--- config.mk ---
export PLATFORM = sky130hd
export DESIGN_NAME = imu_spi_seq
export DESIGN_NICKNAME = d
export VERILOG_FILES = /design/src/rtl/imu_spi_pkg.sv /design/src/rtl/imu_spi_seq_sync2.sv /design/src/rtl/imu_spi_seq.sv
export SDC_FILE = /design/constraint.sdc
export NUM_CORES = 1
export LEC_CHECK = 0
export ABC_AREA = 1
export CAP_MARGIN = 15
export CORE_MARGIN = 10
export CORE_UTILIZATION = 40
export DETAILED_ROUTE_END_ITERATION = 8
export PLACE_DENSITY_LB_ADDON = 0.25
export SLEW_MARGIN = 20
export SYNTH_ARGS = -nofsm -noshare
export SYNTH_HDL_FRONTEND = slang
export SYNTH_SLANG_ARGS = --single-unit
--- constraint.sdc ---
create_clock -name clk -period 3.75 [get_ports clk]
set_input_delay 0.9375 -clock clk [delete_from_list [all_inputs] [get_ports clk]]
set_output_delay 0.9375 -clock clk [all_outputs]
set_load 0.02 [all_outputs]
--- src/rtl/imu_spi_pkg.sv ---
// ---------------------------------------------------------------------------
// imu_spi_pkg
// Shared types and constants for the IMU command sequencer:
//   state_t        sequencer FSM state encoding
//   CFG*_DEF       default sensor configuration writes
//   YAWL_RD/YAWH_RD  read commands for the yaw-rate low/high bytes
//   mk_rd()        builds a read command {R=1, addr[6:0], 8'h00}
// ---------------------------------------------------------------------------
package imu_spi_pkg;

  typedef enum logic [3:0] {
    PWR_WAIT = 4'd0,
    CFG0_S   = 4'd1,
    CFG0_W   = 4'd2,
    CFG1_S   = 4'd3,
    CFG1_W   = 4'd4,
    CFG2_S   = 4'd5,
    CFG2_W   = 4'd6,
    IDLE     = 4'd7,
    RDL_S    = 4'd8,
    RDL_W    = 4'd9,
    RDH_S    = 4'd10,
    RDH_W    = 4'd11
  } state_t;

  localparam logic [15:0] CFG0_DEF = 16'h0D02;  // INT pin = data-ready
  localparam logic [15:0] CFG1_DEF = 16'h1160;  // gyro ODR 416 Hz
  localparam logic [15:0] CFG2_DEF = 16'h1440;  // rounding enabled

  localparam logic [15:0] YAWL_RD = 16'hA600;   // read 0x26, yaw low byte
  localparam logic [15:0] YAWH_RD = 16'hA700;   // read 0x27, yaw high byte

  // Read command for a 7-bit register address; data field is don't-care (zero).
  function automatic logic [15:0] mk_rd(input logic [6:0] addr);
    return {1'b1, addr, 8'h00};
  endfunction

endpackage

--- src/rtl/imu_spi_seq_sync2.sv ---
// ---------------------------------------------------------------------------
// sync2
// Two-flop synchroniser for a single asynchronous level input.
// Ports:
//   clk  in  destination clock
//   rst  in  asynchronous reset, active high (both flops clear to 0)
//   i_d  in  asynchronous input
//   o_q  out synchronised output (two clk cycles of latency)
// ---------------------------------------------------------------------------
module sync2 (
  input  logic clk,
  input  logic rst,
  input  logic i_d,
  output logic o_q
);

  logic r_meta;

  // Metastability filter: first flop may go metastable, second one resolves it.
  always_ff @(posedge clk or posedge rst) begin
    if (rst) begin
      r_meta <= 1'b0;
      o_q    <= 1'b0;
    end else begin
      r_meta <= i_d;
      o_q    <= r_meta;
    end
  end

endmodule

--- src/rtl/imu_spi_seq.sv ---
// ---------------------------------------------------------------------------
// imu_spi_seq
// Command sequencer sitting in front of the SPI monarch. After reset it waits
// for the sensor to power up, writes three configuration registers, then
// reads the yaw-rate low/high bytes every time the sensor's INT line is seen
// high in IDLE, presenting the assembled 16-bit value with a 1-cycle vld.
// Ports:
//   clk      in   system clock, posedge
//   rst      in   asynchronous reset, active high
//   INT      in   sensor data-ready level, asynchronous to clk
//   done     in   monarch transaction complete (cleared when wrt is taken)
//   rd_data  in   monarch read data, byte in [7:0], valid while done=1
//   wrt      out  1-cycle pulse starting a monarch transaction
//   cmd      out  {R/W, addr[6:0], data[7:0]}, valid while wrt=1
//   yaw_rt   out  signed yaw rate {high, low}, holds between updates
//   vld      out  1-cycle pulse when yaw_rt updates
// ---------------------------------------------------------------------------
module imu_spi_seq
  import imu_spi_pkg::*;
#(
  parameter int          INIT_CNT_W = 16,
  parameter logic [15:0] CFG0       = CFG0_DEF,
  parameter logic [15:0] CFG1       = CFG1_DEF,
  parameter logic [15:0] CFG2       = CFG2_DEF
) (
  input  logic        clk,
  input  logic        rst,
  input  logic        INT,
  input  logic        done,
  input  logic [15:0] rd_data,
  output logic        wrt,
  output logic [15:0] cmd,
  output logic [15:0] yaw_rt,
  output logic        vld
);

  state_t                r_state;
  logic [INIT_CNT_W-1:0] r_timer;
  logic [7:0]            r_low;
  logic                  w_int_s;

  sync2 u_int_sync (
    .clk (clk),
    .rst (rst),
    .i_d (INT),
    .o_q (w_int_s)
  );

  // Sequencer FSM with power-up timer and registered outputs. wrt is raised on
  // the edge that enters a *_S state, so it is high for exactly the one cycle
  // spent in that state, and cmd is loaded on that same edge.
  always_ff @(posedge clk or posedge rst) begin
    if (rst) begin
      r_state <= PWR_WAIT;
      r_timer <= '0;
      r_low   <= 8'h00;
      wrt     <= 1'b0;
      cmd     <= 16'h0000;
      yaw_rt  <= 16'h0000;
      vld     <= 1'b0;
    end else begin
      wrt <= 1'b0;
      vld <= 1'b0;
      case (r_state)
        PWR_WAIT: begin
          // Counter saturates: once all ones we leave and it is never touched again.
          if (&r_timer) begin
            r_state <= CFG0_S;
            wrt     <= 1'b1;
            cmd     <= CFG0;
          end else begin
            r_timer <= r_timer + {{(INIT_CNT_W-1){1'b0}}, 1'b1};
          end
        end
        CFG0_S: r_state <= CFG0_W;
        CFG0_W: begin
          if (done) begin
            r_state <= CFG1_S;
            wrt     <= 1'b1;
            cmd     <= CFG1;
          end else begin
            r_state <= CFG0_W;
          end
        end
        CFG1_S: r_state <= CFG1_W;
        CFG1_W: begin
          if (done) begin
            r_state <= CFG2_S;
            wrt     <= 1'b1;
            cmd     <= CFG2;
          end else begin
            r_state <= CFG1_W;
          end
        end
        CFG2_S: r_state <= CFG2_W;
        CFG2_W: begin
          if (done) begin
            r_state <= IDLE;
          end else begin
            r_state <= CFG2_W;
          end
        end
        IDLE: begin
          // Level-sensitive: a still-high INT starts the next pair immediately.
          if (w_int_s) begin
            r_state <= RDL_S;
            wrt     <= 1'b1;
            cmd     <= YAWL_RD;
          end else begin
            r_state <= IDLE;
          end
        end
        RDL_S: r_state <= RDL_W;
        RDL_W: begin
          if (done) begin
            r_low   <= rd_data[7:0];
            r_state <= RDH_S;
            wrt     <= 1'b1;
            cmd     <= YAWH_RD;
          end else begin
            r_state <= RDL_W;
          end
        end
        RDH_S: r_state <= RDH_W;
        RDH_W: begin
          if (done) begin
            yaw_rt  <= {rd_data[7:0], r_low};
            vld     <= 1'b1;
            r_state <= IDLE;
          end else begin
            r_state <= RDH_W;
          end
        end
        default: r_state <= PWR_WAIT;
      endcase
    end
  end

endmodule

* Word-level counts from Yosys, hierarchy flattened
Cells that the tools add are included.
Storage, ports and cells: flip-flop bits (word level) 64, input bits 20, memories kept 0, bits in read-only memories 0, RAM bits 0, latch bits 0
Cells by class: bitwise logic cells 1, shift-type cells 0, multipliers 0, equality and inequality tests 16, reduce and logical (&&, ||, !) cells 8, div/mod/pow operators 0, add/sub/neg operators 1, mux-type cells 19, $lt $le $gt $ge 0
Operators by type and width (number):
- two-way mux 16 bit | 5
- case mux 16 bit (5 select lines) | 1
- case mux 4 bit (12 select lines) | 1
- adder 16 x 1 -> 16 bit (second input constant) | 1
- equality test 4 x 3 -> 1 bit (second input constant) | 4
- equality test 4 bit (second input constant) | 4
- AND reduction 16 bit | 1
- two-way mux 4 bit | 3
- equality test 4 x 2 -> 1 bit (second input constant) | 2
- inequality test 2 bit (second input constant) | 4
- two-way mux 1 bit | 7
- AND reduction 2 bit | 3
- AND reduction 6 bit | 1
- nonzero test 5 bit | 1
- equality test 4 x 1 -> 1 bit (second input constant) | 1
- zero test 4 bit | 1
- case mux 1 bit (3 select lines) | 1
- OR reduction 3 bit | 1
- two-way mux 2 bit | 1
- inequality test 2 x 1 -> 1 bit (second input constant) | 1
- inverter 1 bit | 1

* Logic depth before layout (Yosys ltp)
word-level depth 3, gate-level depth with buffers 11, depth with buffers taken out 11

* Cells and area by module
Synthesis repeated with hierarchy kept, for this count alone.
Second synthesis, totals: cell total of the unflattened synthesis 307, area total of the unflattened synthesis 2556.2 um^2
Modules (own cells, without submodules):
- imu_spi_seq | cells an instance 304, area an instance 2502.4 um^2, times used 1, seq. area each 1301.2 um^2
- sync2 | cells an instance 3, area an instance 53.8 um^2, times used 1, seq. area each 50.0 um^2

* Worst setup path after synthesis
No wires, ideal clock.
path kind input-to-reg, start input port done, end register yaw_rt[10], path buffers 1, arrival time 1.511 ns, stages 6, path slack 2.113 ns, cell sequence inv_1 -> nor2_1 -> nand2_2 -> buf_2 -> nand2_1 -> o21ai_0
Between the ends: longest elaborated chain between the ends 1
RTL lines:
- start, declared | line imu_spi_seq.sv:29 | input logic done,
- AND reduction 2 bit (no source line)
- end signal, assigned | line imu_spi_seq.sv:127 | yaw_rt <= {rd_data[7:0], r_low};
- end, declared | line imu_spi_seq.sv:33 | output logic [15:0] yaw_rt,
No other way between the ends. A chain may end at the register's enable or synchronous reset.

* Final worst setup path
start input port done, end register yaw_rt[2]
The elaborated chain is that of the path after synthesis.

==> metrics <==
io pins=54; Leak=between 1.5 and 2 nW; status=finished, final reports clean; setup bufs post-CTS=0; GP Congestion=between 0.8 and 0.9; TritonCTS buffer count=5; crit path max fanout=26; worst hold path type=reg2reg; largest net degree at the start of global routing=30; worst-path cell chain=clkdlybuf4s50_1 -> inv_1 -> nor2_1 -> nand2_2 -> clkinv_1 -> nand2_1 -> nand2_1; diode count=0; Cell variety after synth=30; Final Routed Wirelength=roughly 5 mm; Post-synth EDFFs=0; DR iter-0 viols=77; initial antenna violation count=0; cell taking the most area after synthesis=dfrtp_1; chip height=101 um; Synth Cell Area=between 0.002 and 0.003 mm2; clock latency on the worst-skew pair=320 ps; # rows=29; detailed-placement wirelength estimate=about 3.6 mm; Tmin final=2320 ps; clock sinks=54; Crit path required time=about 4000 ps; Crit Path Category=in2reg; Initial Util=approximately two fifths; Startpoint Class=input port; Area growth syn-to-layout=19.7%; share of the synthesized area in the top cell type=between 50% and 60%; total global routing overflow=0; port bufs=39; slowest CP cell=clkdlybuf4s50_1; arrival time at the worst endpoint=2530 ps; H-tree lvl count=2; Max Cap Viol=0; most used cell, CP=nand2_1; Setup WS post-layout=roughly 1400 ps; pwr/cell area=310 mW/mm2; clk_skew=7.67 ps; Syn. warnings=0; pre-CTS setup slack=roughly 1100 ps; setup_tns=0 ps; unrepaired setup endpoints after global routing=no; core area=0.00631 mm2; synth top area cells=dfrtp_1 (52%), nand2_1 (15%), inv_1 (4.1%); Hold Buf Count CTS=0; vias in the first global route=1,929; most instantiated cells after synthesis=nand2_1 (103), dfrtp_1 (54), inv_1 (28), o21ai_0 (16), nand3_1 (15); Nets=between 300 and 400; Avg WL per Cell=11.8 um; Routed Antenna Nets=0; most numerous cell in the Yosys netlist=nand2_1; final setup fails=0; maximum vdd drop=~0.19 mV; first-pass GRT wire length=approximately 8.7 mm; Fillers=~630; Syn Inst Count=roughly 300; CTS max path bufs=2; Avg Vias per Cell=around 4.6; CP endpoint kind=flip-flop; slowest stage delay, CP=about 460 ps; share of layout cells above drive strength 1=11.1%; fraction of registers with async set or reset after synthesis=100%; Worst Tran Pin Value=679 ps; Syn Area/Cell=between 8 and 9 um2; synthesized flop and latch total=54; Root Driver=clkbuf_8; Worst slew margin=between 50 and 60%; Hold Vio Cnt, Final=0; Worst-path clk slew=roughly 110 ps; First-pass DRT Iterations=4; max-slew violation count=0; via count=roughly 1,900; DRC=0; CTS tree=done; post-synthesis sequential area ratio=about 52%; Tcrit/Tclk final=roughly three fifths; post_cts resized=0; die width=slightly above 100 um; die area=between 0.01 and 0.015 mm2; GRT Total Usage=10.5%; fmax=432 MHz; most common flop cell mapped by yosys=dfrtp_1
==> cell type report <==
type / count / area [um2] / share of cell area, %
sequential: 54 / 1350 / 43.5
timing repair buffer: 41 / 405 / 13.0
multi-input combinational: 207 / 1030 / 33.3
inverter: 32 / 123 / 3.95
clock buffer: 5 / 68.8 / 2.22
tap: 77 / 96.3 / 3.10
clock inverter: 3 / 28.8 / 0.926
==> layer usage <==
metal  vias up  global-route usage (%)  routed length [um]
li1        999                       -                   -
met1       883                    12.3                2190
met2        48                    15.6                2160
met3         4                    6.17                 526
met4         0                    3.26                  46
met5         -                       0                   0
==> per-stage QoR <==
stage	hold slack, ps	instance area (um2)	cells	util [%]	total power [mW]
global route	368	3110	419	49.2	1.01
detailed placement	339	3010	411	47.7	0.629
CTS	363	3110	419	49.2	0.980
finish	360	3110	419	49.2	0.963
global placement	334	3010	411	47.7	0.629
floorplan	331	2610	308	-	0.616
==> critical path, delay by kind of cell <==
family | cells | cell delay, ps
buffers and inverters | 3 | 960
and+or+nand+nor | 4 | 630
==> flip-flops by register name, indices dropped and copies added (netlist names) <==
register / count
r_timer: 16
r_low: 8
u_int_sync.r_meta: 1
r_state: 4
cmd: 6
wrt: 1
yaw_rt: 16
u_int_sync.o_q: 1
vld: 1
==> power breakdown <==
part           switching (mW)  internal, mW  total, mW
sequential           0.000449         0.583      0.583
combinational          0.0207        0.0121     0.0328
clock                   0.207         0.140      0.347
total                   0.228         0.735      0.963
==> cell families after synthesis <==
logic type	after synthesis	synth area share, %
adders and majority gates	1	0.482
buffers and inverters	47	8.82
DFF	54	52.1
AOI/OAI and AO/OA	26	5.26
xor gates and xnor gates	12	4.92
and+or+nand+nor	162	28.3
other	1	0.145
==> cells in the final DEF (no fill, tap or decap), drive strengths merged, types with 2 or more instances in the layout <==
cell / netlist / routed
o21ai: 21 / 21
xor2: 7 / 7
buf: 15 / 2
clkdlybuf4s50: 0 / 39
clkinv: 1 / 2
clkbuf: 0 / 5
nor2: 21 / 21
nor3: 7 / 7
nand4: 4 / 4
inv: 31 / 33
a21oi: 2 / 2
nand2: 114 / 114
dfrtp: 54 / 54
xnor2: 5 / 5
conb: 1 / 6
nand3: 15 / 15
==> path summary, 6_finish.rpt <==
kind,from,endpoint,slack [ps],depth (start not counted)
setup / recovery,done,yaw_rt[2],1430,7
hold / removal,u_int_sync.r_meta,u_int_sync.o_q,360,0
setup reg to reg,r_timer[0],cmd[13],1820,10
hold reg to reg,u_int_sync.r_meta,u_int_sync.o_q,360,0
max in group asynchronous,rst,r_timer[9],2470,3
min in group asynchronous,rst,yaw_rt[8],980,3
No activity file was read; power rests on OpenSTA's default activity.
